<file path="config.mk">
export PLATFORM = sky130hd
export DESIGN_NAME = seq_adder_accum
export DESIGN_NICKNAME = d
export VERILOG_FILES = /design/src/rtl/seq_adder_accum.sv
export SDC_FILE = /design/constraint.sdc
export NUM_CORES = 1
export LEC_CHECK = 0
export CORE_MARGIN = 4
export CORE_UTILIZATION = 35
export CTS_CLUSTER_SIZE = 40
export DETAILED_ROUTE_END_ITERATION = 7
export GPL_TIMING_DRIVEN = 0
export PLACE_DENSITY = 0.66
export RECOVER_POWER = 50
export SLEW_MARGIN = 30
export SYNTH_ARGS = -nofsm -noshare
export SYNTH_HDL_FRONTEND = slang
export SYNTH_SLANG_ARGS = --single-unit
</file>
<file path="constraint.sdc">
create_clock -name clk -period 9.9 [get_ports clk]
set_clock_uncertainty 0.1 [all_clocks]
set_input_delay 1.98 -clock clk [delete_from_list [all_inputs] [get_ports clk]]
set_output_delay 1.98 -clock clk [all_outputs]
set_load 0.01 [all_outputs]
</file>
<file path="src/rtl/seq_adder_accum.sv">
// Multi-cycle signed summation: latches a vector of LENGTH addends, adds one per clock
// into a sign-extended accumulator, and hands the sum out on a valid/ready port.
//
// state | meaning
// ------+-----------------------------------------------------
// IDLE  | waiting for a vector, in_ready high
// ACCUM | adding latched element[index] once per clock
// DONE  | out_sum valid, held until out_ready
module seq_adder_accum #(
  parameter int DATA_WIDTH = 32,
  parameter int LENGTH     = 8,
  parameter int OUT_WIDTH  = DATA_WIDTH + $clog2(LENGTH)
) (
  input  logic                         clk,
  input  logic                         rst_n,
  input  logic                         in_valid,
  output logic                         in_ready,
  input  logic [LENGTH*DATA_WIDTH-1:0] in_addends,
  output logic                         out_valid,
  input  logic                         out_ready,
  output logic [OUT_WIDTH-1:0]         out_sum,
  output logic                         out_busy
);

  localparam int IDX_W = (LENGTH > 1) ? $clog2(LENGTH) : 1;

  typedef enum logic [1:0] {IDLE, ACCUM, DONE} state_t;

  state_t                         state, state_next;
  logic [LENGTH*DATA_WIDTH-1:0]   vec_q;
  logic signed [OUT_WIDTH-1:0]    acc_q;
  logic signed [OUT_WIDTH-1:0]    acc_sum;
  logic [OUT_WIDTH-1:0]           sum_q;
  logic [IDX_W-1:0]               idx_q;
  logic signed [DATA_WIDTH-1:0]   elem [LENGTH];
  logic                           last;

  for (genvar g = 0; g < LENGTH; g++) begin : g_elem
    assign elem[g] = vec_q[g*DATA_WIDTH +: DATA_WIDTH];
  end

  // Size cast of a signed operand sign-extends to the accumulator width.
  assign acc_sum = acc_q + OUT_WIDTH'(elem[idx_q]);
  assign last    = (idx_q == IDX_W'(LENGTH - 1));

  always_ff @(posedge clk or negedge rst_n) begin
    if (!rst_n) state <= IDLE;
    else        state <= state_next;
  end

  always_comb begin
    state_next = state;
    in_ready   = 1'b0;
    out_valid  = 1'b0;
    out_busy   = 1'b1;
    case (state)
      IDLE: begin
        in_ready = 1'b1;
        out_busy = 1'b0;
        if (in_valid) state_next = ACCUM;
      end
      ACCUM: begin
        if (last) state_next = DONE;
      end
      DONE: begin
        out_valid = 1'b1;
        if (out_ready) state_next = IDLE;
      end
      default: state_next = IDLE;
    endcase
  end

  always_ff @(posedge clk or negedge rst_n) begin
    if (!rst_n) begin
      vec_q <= '0;
      acc_q <= '0;
      sum_q <= '0;
      idx_q <= '0;
    end else begin
      case (state)
        IDLE: begin
          if (in_valid) begin
            vec_q <= in_addends;
            acc_q <= '0;
            idx_q <= '0;
          end
        end
        ACCUM: begin
          acc_q <= acc_sum;
          // index parks on the last element instead of wrapping
          if (last) sum_q <= acc_sum;
          else      idx_q <= idx_q + IDX_W'(1);
        end
        default: ;
      endcase
    end
  end

  assign out_sum = sum_q;

endmodule

</file>
### Yosys cells after proc, flatten, opt, wreduce, memory -nomap -nowiden

Cells that the tools add are included.

| storage, ports and cells | value |
|---|---|
| word-level logic and storage cells | 38 |
| memories kept | 0 |
| bits in latches | 0 |
| ROM bits | 0 |
| bits of input ports | 260 |
| bits in writable memories | 0 |
| register bits | 331 |

| cells by class | value |
|---|---|
| shift-type cells | 0 |
| equal/unequal tests | 7 |
| bitwise gates (word level) | 1 |
| $add $sub $neg | 2 |
| order comparisons | 1 |
| multiplexer cells | 15 |
| divide/modulo/power cells | 0 |
| multipliers | 0 |
| reduce and logical (&&, ||, !) cells | 7 |

Operators by type and width:

| kind | number |
|---|---|
| 32-bit binary-select mux with 3-bit select | 1 |
| 35-bit case mux with 2 select lines | 1 |
| 32-bit two-way mux | 2 |
| 35-bit by 32-bit adder with 35-bit output | 1 |
| 35-bit two-way mux | 1 |
| 2-bit inequality test (second input constant) | 4 |
| 2-bit two-way mux | 3 |
| 3-bit two-way mux | 2 |
| 2-bit case mux with 3 select lines | 1 |
| 3-bit case mux with 2 select lines | 1 |
| 2-bit AND reduction | 3 |
| 3-bit AND reduction | 2 |
| 4-bit greater-or-equal comparator (second input constant) | 1 |
| 3-bit NOT with 4-bit output | 1 |
| 3-bit by 1-bit adder with 3-bit output (second input constant) | 1 |
| 3-bit equality test (second input constant) | 1 |
| 1-bit two-way mux | 3 |
| 2-bit by 1-bit equality test with 1-bit output (second input constant) | 1 |
| 2-bit equality test (second input constant) | 1 |
| 2-bit zero test | 1 |
| 2-bit nonzero test | 1 |

### Logic depth before layout (Yosys ltp)

| logic depth | value |
|---|---|
| depth after elaboration | 6 |
| gate-level depth with buffers | 15 |
| gate-level depth less buffers | 13 |

### Worst setup path after synthesis

Ideal clock, no wire load.

| timing path | value |
|---|---|
| path type | reg2reg |
| start | register idx_q[0] |
| end | register sum_q[33] (netlist: out_sum[33]) |
| cell stages (with the launch flop) | 13 |
| buffers on the path | 3 |
| arrival | 4126 ps |
| period minus slack after synthesis | 4350 ps |
| path slack | 5550 ps |
| cell sequence | dfrtp_1 -> buf_2 -> buf_1 -> mux4_2 -> mux2_2 -> ha_1 -> clkbuf_4 -> nand4_2 -> or4_1 -> o211a_1 -> or4b_1 -> o211a_2 -> a211o_1 |

| between the ends | value |
|---|---|
| cells in the longest elaborated chain, start to end | 5 |
| elaborated cells on any way between the ends | 7 |

Ends and longest elaborated chain:

| element | line | source |
|---|---|---|
| start, declared | 34 | `logic [IDX_W-1:0] idx_q;` |
| start signal, assigned | 92 | `else idx_q <= idx_q + IDX_W'(1);` |
| 3-bit NOT with 4-bit output (implied by the code) | 43 | `assign acc_sum = acc_q + OUT_WIDTH'(elem[idx_q]);` |
| 32-bit binary-select mux with 3-bit select | 43 |  |
| 32-bit two-way mux (implied by the code) (2 in a row) | 43 |  |
| 35-bit by 32-bit adder with 35-bit output | 43 |  |
| end signal, assigned | 91 | `if (last) sum_q <= acc_sum;` |
| end, declared | 33 | `logic [OUT_WIDTH-1:0] sum_q;` |

Several ways; a longest one is shown, not always the timed one. The select of a mux whose other input is x is not followed.
A chain may end at the register's enable or synchronous reset.

==> results by group <==
Status
  – Run status: finished with violations
  – Violated checks: max-capacitance violations, max-slew violations

Setup path
  – Cell repeated most along the worst path: clkbuf_1
  – Origin of the worst setup path: rst_n
  – Worst path slowest cell: clkbuf_1
  – Required time of the critical path: ~9.7 ns
  – Startpoint Class: primary input
  – Worst Path Buf+Inv: 2
  – Worst EP arrival: 6.02 ns
  – Kind of critical path: in -> async
  – Max stage delay on crit path: approximately 2.3 ns
  – Critical-path maximum fanout: 60
  – Top delay family on crit path: buffers and inverters
  – Worst-path cell chain: clkbuf_1 > clkbuf_1
  – R2R Path Start: idx_q[1]
  – CP endpoint kind: async pin

Detailed routing
  – Initial DRC Count: 1172
  – Routed WL: 56.08 mm
  – Vias per cell: 5.172
  – DR WL/cell: 20.61 µm
  – ANT nets after route: 0
  – Remaining DRCs: 0
  – Routed vias: roughly 14000
  – Drt first pass iters: 5

Timing
  – # setup viols final: 0
  – Final hold violations: 0
  – Fmax: 161.6 MHz
  – Worst relative slew slack: -112.4%
  – Slew Limit Fails: 100
  – Setup ws final: 3.711 ns
  – Period Utilization, post-route: 62.52%
  – Tmin final: 6.189 ns
  – Worst Tran Pin Value: 3.186 ns
  – RSZ-0062 raised after global routing: false

Placed design
  – DP Worst Slack: roughly 4.6 ns
  – # port buffers: 297
  – Placed cell count: 2660
  – Routability congestion estimate: 0.9103
  – HPWL after detailed placement: approximately 43 mm
  – Placed inst area: 20130 µm²

Clock tree
  – Hold-fix buffers, CTS: 0
  – CTS tree: built
  – Clock slew at reported path FFs: ~0.060 ns
  – Setup Buffers After CTS: 0
  – TritonCTS Buffers: 37
  – Post-cts sizing count: 0
  – Clk root buf: clkbuf_16
  – Clock sinks: 331
  – Clock tree buffer depth: 3
  – CTS H-tree lvls: 2
  – Worst-Skew Late Latency: about 0.56 ns

Finish
  – Final net count: about 2400
  – Post-route cell area: approximately 21000 µm²
  – Share of cells above drive strength 1: 8.499%
  – Highest-count cells in the layout ignoring fill and taps: 836 x nand2_1, 331 x dfrtp_1, 281 x clkdlybuf4s50_1, 92 x clkbuf_1, 88 x o21ai_0
  – Non-Filler Instances: 2721
  – Synth-to-layout area growth: 30.56%
  – Commonest non-fill, non-tap cell in the layout: nand2_1

Logic synthesis
  – Synth area leader: dfrtp_1
  – Ys Warns: 0
  – Ys async rst share: 100.0%
  – Sequential area share after synthesis: around half
  – EDFF count, synth: 0
  – Post-synthesis net count: slightly above 2000
  – Top FF cell, synth: dfrtp_1
  – Mapped cell area: approximately 16000 µm²
  – Register bit count reported by yosys: 331
  – Avg Cell Area, Syn: 9.259 µm²
  – Syn Inst Count: between 1500 and 2000
  – Top-area cell type share of the netlist area: 50.88%
  – Synth area leaders: dfrtp_1 51%, nand2_1 19%, mux4_2 8.9%, ha_1 2.8%, o21ai_0 2.7%
  – Netlist cell types: 62

GRT
  – Pin count of the biggest net entering global routing: 89
  – Initial antenna violation count: 6
  – First-pass GRT wire length: between 80 and 90 mm
  – Total global routing overflow: 0
  – Vias in the first global route: 14574
  – Gr usage total: 22.13%

Floorplan
  – Die Width: 223.7 µm
  – Core area: approximately 46000 µm²
  – DIE HEIGHT: 223.7 µm
  – Die area: about 50000 µm²
  – Num rows: approximately 80
  – IO Pins: around 300
  – Initial core utilization: between 30% and 40%

Pwr
  – Register share of total power: 28.0%
  – Sw power: 3759 µW
  – Max rail drop VDD: roughly 170 µV
  – Logic pwr share: 56.1%
  – Pint: 4740 µW
  – P per Cell Area: 399.9 nW/µm²
  – Clock share of power: 16.0%
  – Total power draw: between 8000 and 9000 µW
  – Leakage: 0.01006 µW
  – Sw frac: about 44%

Min path
  – Startpoint of the lowest-slack hold path: vec_q[79]
  – HP Class: reg -> reg

Run
  – Max-cap violations: 2
==> flip-flops by register name, summed over array words and instances (netlist names) <==
signal,cells
out_sum,35
acc_q,35
state,2
idx_q,3
vec_q,256
==> cells in the mapped netlist (2+ instances only) <==
library cell	instances
a211oi_1	7
mux2i_1	5
a21o_1	17
or4_1	2
and4_1	2
nor2b_1	4
nor3_1	5
or2_2	4
mux4_2	64
buf_1	13
a21o_2	2
mux2_2	33
a31oi_1	5
nand3_1	34
o21bai_1	6
o21ai_0	88
o211ai_1	6
dfrtp_1	331
inv_1	12
a21oi_1	33
and2_1	3
a211o_1	5
nand4_1	8
nand2_1	836
xor2_1	16
xnor2_1	15
nor2_1	32
buf_2	2
o221ai_1	2
buf_4	5
ha_1	36
nor3b_1	2
clkbuf_1	84
o21a_1	7
nand2b_1	5
==> final cells by class <==
type | instances | area (µm²)
fillers | 4316 | 24420
flip-flops and latches | 331 | 8283
multi-input cells | 1308 | 7515
repair buffers | 302 | 3064
clock buffers | 48 | 1017
well taps | 600 | 750.7
plain buffers | 107 | 440.4
clock inverters | 10 | 130.1
inverters | 12 | 45.04
diodes | 3 | 7.507
==> cells by family after synthesis <==
group	count (synthesis)	synth area share (%)
DFF	331	50.88
adders and majority gates	37	2.890
AOI/OAI and AO/OA	194	7.341
xor gates and xnor gates	31	1.668
muxes	102	11.45
and+or+nand+nor	944	22.82
buffers and inverters	119	2.952
==> power groups by stage <==
stage / combinational (µW) / sequential [µW] / clock (µW)
finish: 4760 / 2380 / 1360
global route: 5230 / 2440 / 1430
CTS: 4740 / 2370 / 1380
detailed placement: 4710 / 2390 / 0
global placement: 4620 / 2370 / 0
floorplan: 3190 / 2290 / 0
==> routing by layer <==
layer | vias to the layer above | track usage [%] | share of wire, %
li1 | 6499 | - | -
met1 | 6916 | 29.24 | 42
met2 | 533 | 35.79 | 47
met3 | 120 | 5.360 | 7.3
met4 | 6 | 8.014 | 3.5
met5 | - | 0 | 0.096
==> per-stage QoR <==
step	hold slack, ns	setup TNS [ns]	utilization [%]
after floorplan	0.3403	0	-
after global placement	0.3521	-2479.88	43.79
after detailed placement	0.3571	0	44.07
after CTS	0.3714	0	46.58
after global routing	0.3864	0	46.52
final	0.3706	0	46.53
==> worst paths after layout <==
path | to | slack [ns] | cells past startpoint
hold / removal | vec_q[79] | 0.37 | 2
setup / recovery | out_sum[29] | 3.71 | 2
hold reg to reg | vec_q[79] | 0.37 | 2
setup reg to reg | acc_q[27] | 4.55 | 14
min in group asynchronous | vec_q[115] | 2.04 | 1
max in group clk | acc_q[27] | 4.55 | 14
(Power assumes the default switching activity.)
==> edit: new RTL, config.mk and constraints unchanged <==
Set the parameter `LENGTH` to 16 (it was 8).
--- a/src/rtl/seq_adder_accum.sv
+++ b/src/rtl/seq_adder_accum.sv
@@ -8,7 +8,7 @@
 // DONE  | out_sum valid, held until out_ready
 module seq_adder_accum #(
   parameter int DATA_WIDTH = 32,
-  parameter int LENGTH     = 8,
+  parameter int LENGTH     = 16,
   parameter int OUT_WIDTH  = DATA_WIDTH + $clog2(LENGTH)
 ) (
   input  logic                         clk,
Interface: changed (resized in_addends and out_sum); port bits go from 298 to 555. No check against the original RTL was run, so the function may have changed too.
==> edit against the unedited design <==
Sequential cell count up 259; highest routed layer unchanged; die area up 68%; wire length up 110%; critical path type unchanged; largest cell class unchanged; power up 63%; setup slack worse by 0.46 ns; via count up 74%; final area up 74%; area after synthesis up 71%; critical endpoint is now vec_q[277]$_DFFE_PN0P_; the run still ends with capacitance limit, slew limit left.
==> edit: results (changes against the unedited design) <==
* Status: finished with violations
* CTS buffer count at 69 (+86%)
* Synth top cells by count: 1642 x nand2_1, 590 x dfrtp_1, 160 x mux4_2
* DRT iter0 DRCs at 2002 (+71%)
* Layout cell share with drive strength beyond 1 at 0.0803 (-0.00471)
* Global-route wire length before repair at 169000 µm (+97%)
* Layout Nets at 4135 (+73%)
* Antenna violations before repair at 32 (+26)
* Worst reg2reg setup slack at 3.73 ns (-0.82 ns)
* Critical path fanouts, max at 83 (+38%)
* Largest stage delay on the critical path at 3.21 ns (+0.87 ns)
* Worst hold endpoint: vec_q[500]$_DFFE_PN0P_
* Vias/cell at 5.21 (+0.74%)
* Top post-synthesis cells by area: dfrtp_1 53%, nand2_1 22%, mux4_2 13%
* Max FFs per register at 512 (+100%)
* Max Slew Vio Count at 150 (+50%)
* Clk_lat worst skew at 0.64 ns (+0.08 ns)
* Largest net degree at the start of global routing at 85 (-4.5%)
* Crit path DAT at 7.33 ns (+1.31 ns)
* P_leak at 17.6 nW (+75%)
* Failing checks: capacitance limit, slew limit
* Yosys cell types at 54 (-13%)
* Max-cap violations at 2 (unchanged)
* Post-Route WL at 119000 µm (+110%)
* Vias in the first global route at 25000 (+72%)
* Avg Inst Size Synth at 9.44 µm² (+1.9%)
* VDD IR-drop max at 170 µV (+2.0%)
* Hold_sp: vec_q[500]$_DFFE_PN0P_
* Relative slew slack at -2.04 (-0.913)
* Sequential fraction of the synthesis area at 0.531 (+0.0220)
* Syn Nets at 3500 (+70%)
* R2R depth at 13 (-1)
* Worst flop-to-flop path endpoint: out_sum[34]$_DFFE_PN0P_
* Routability cong. at 0.919 (+0.91%)
* IO buf count at 554 (+87%)
edit: worst max-delay path by stage:
stage	startpoint	cells past startpoint	slack, ns	to
after floorplan	idx_q[0]$_DFFE_PN0P_	12	5.56	acc_q[30]$_DFFE_PN0P_
after global placement	rst_n	1	-20.55	vec_q[368]$_DFFE_PN0P_
after detailed placement	idx_q[1]$_DFFE_PN0P_	14	3.75	out_sum[32]$_DFFE_PN0P_
after CTS	idx_q[1]$_DFFE_PN0P_	14	3.72	out_sum[32]$_DFFE_PN0P_
after global routing	rst_n	6	2.36	vec_q[307]$_DFFE_PN0P_
final	rst_n	6	3.25	vec_q[277]$_DFFE_PN0P_
edit: cell type report:
| class | instances | area [µm²] |
|---|---|---|
| fill | 7648 | 41800 |
| sequential | 590 | 14800 |
| multi-input combinational | 2165 | 12300 |
| timing repair buffer | 564 | 5730 |
| clock buffer | 98 | 1910 |
| tap | 1050 | 1310 |
| buffer | 179 | 694 |
| clock inverter | 16 | 241 |
| inverter | 13 | 48.8 |
| antenna | 13 | 32.5 |
edit: where the power goes:
group | leakage (nW) | switching (mW) | internal, mW | total, mW
clock | 1.04 | 1.06 | 1.43 | 2.49
combinational | 9.20 | 4.30 | 2.86 | 7.16
sequential | 7.36 | 0.637 | 3.57 | 4.21
total | 17.6 | 6.00 | 7.85 | 13.9
edit: per-stage QoR:
stage | setup WS (ns) | hold WS [ns] | std cells | instance area (µm²)
after floorplan | 5.56 | 0.340 | 2947 | 27800
after global routing | 2.36 | 0.387 | 4680 | 37000
final | 3.25 | 0.368 | 4688 | 37000
after CTS | 3.72 | 0.370 | 4675 | 37100
after detailed placement | 3.75 | 0.357 | 4561 | 34900
after global placement | -20.55 | 0.352 | 4551 | 34700
edit: kinds of logic after synthesis:
group / after synthesis / share of synthesized area
multiplexers: 170 / 0.133
AO/OA/AOI/OAI: 186 / 0.0424
buffers and inverters: 192 / 0.0261
adder cells (fa/ha/maj): 37 / 0.0169
flip-flops: 590 / 0.531
AND/OR/NAND/NOR: 1741 / 0.240
XOR/XNOR: 31 / 0.00976
edit: per-layer routing:
metal,global-route usage,routed length (µm),vias to the layer above
met5,0,195,-
li1,-,-,10900
met3,0.0716,9490,264
met4,0.100,4740,30
met1,0.347,47100,12100
met2,0.461,57500,1079
edit: critical path: cells and delay by family:
kind | cells | cell delay, ns
buf+inv | 6 | 5.09
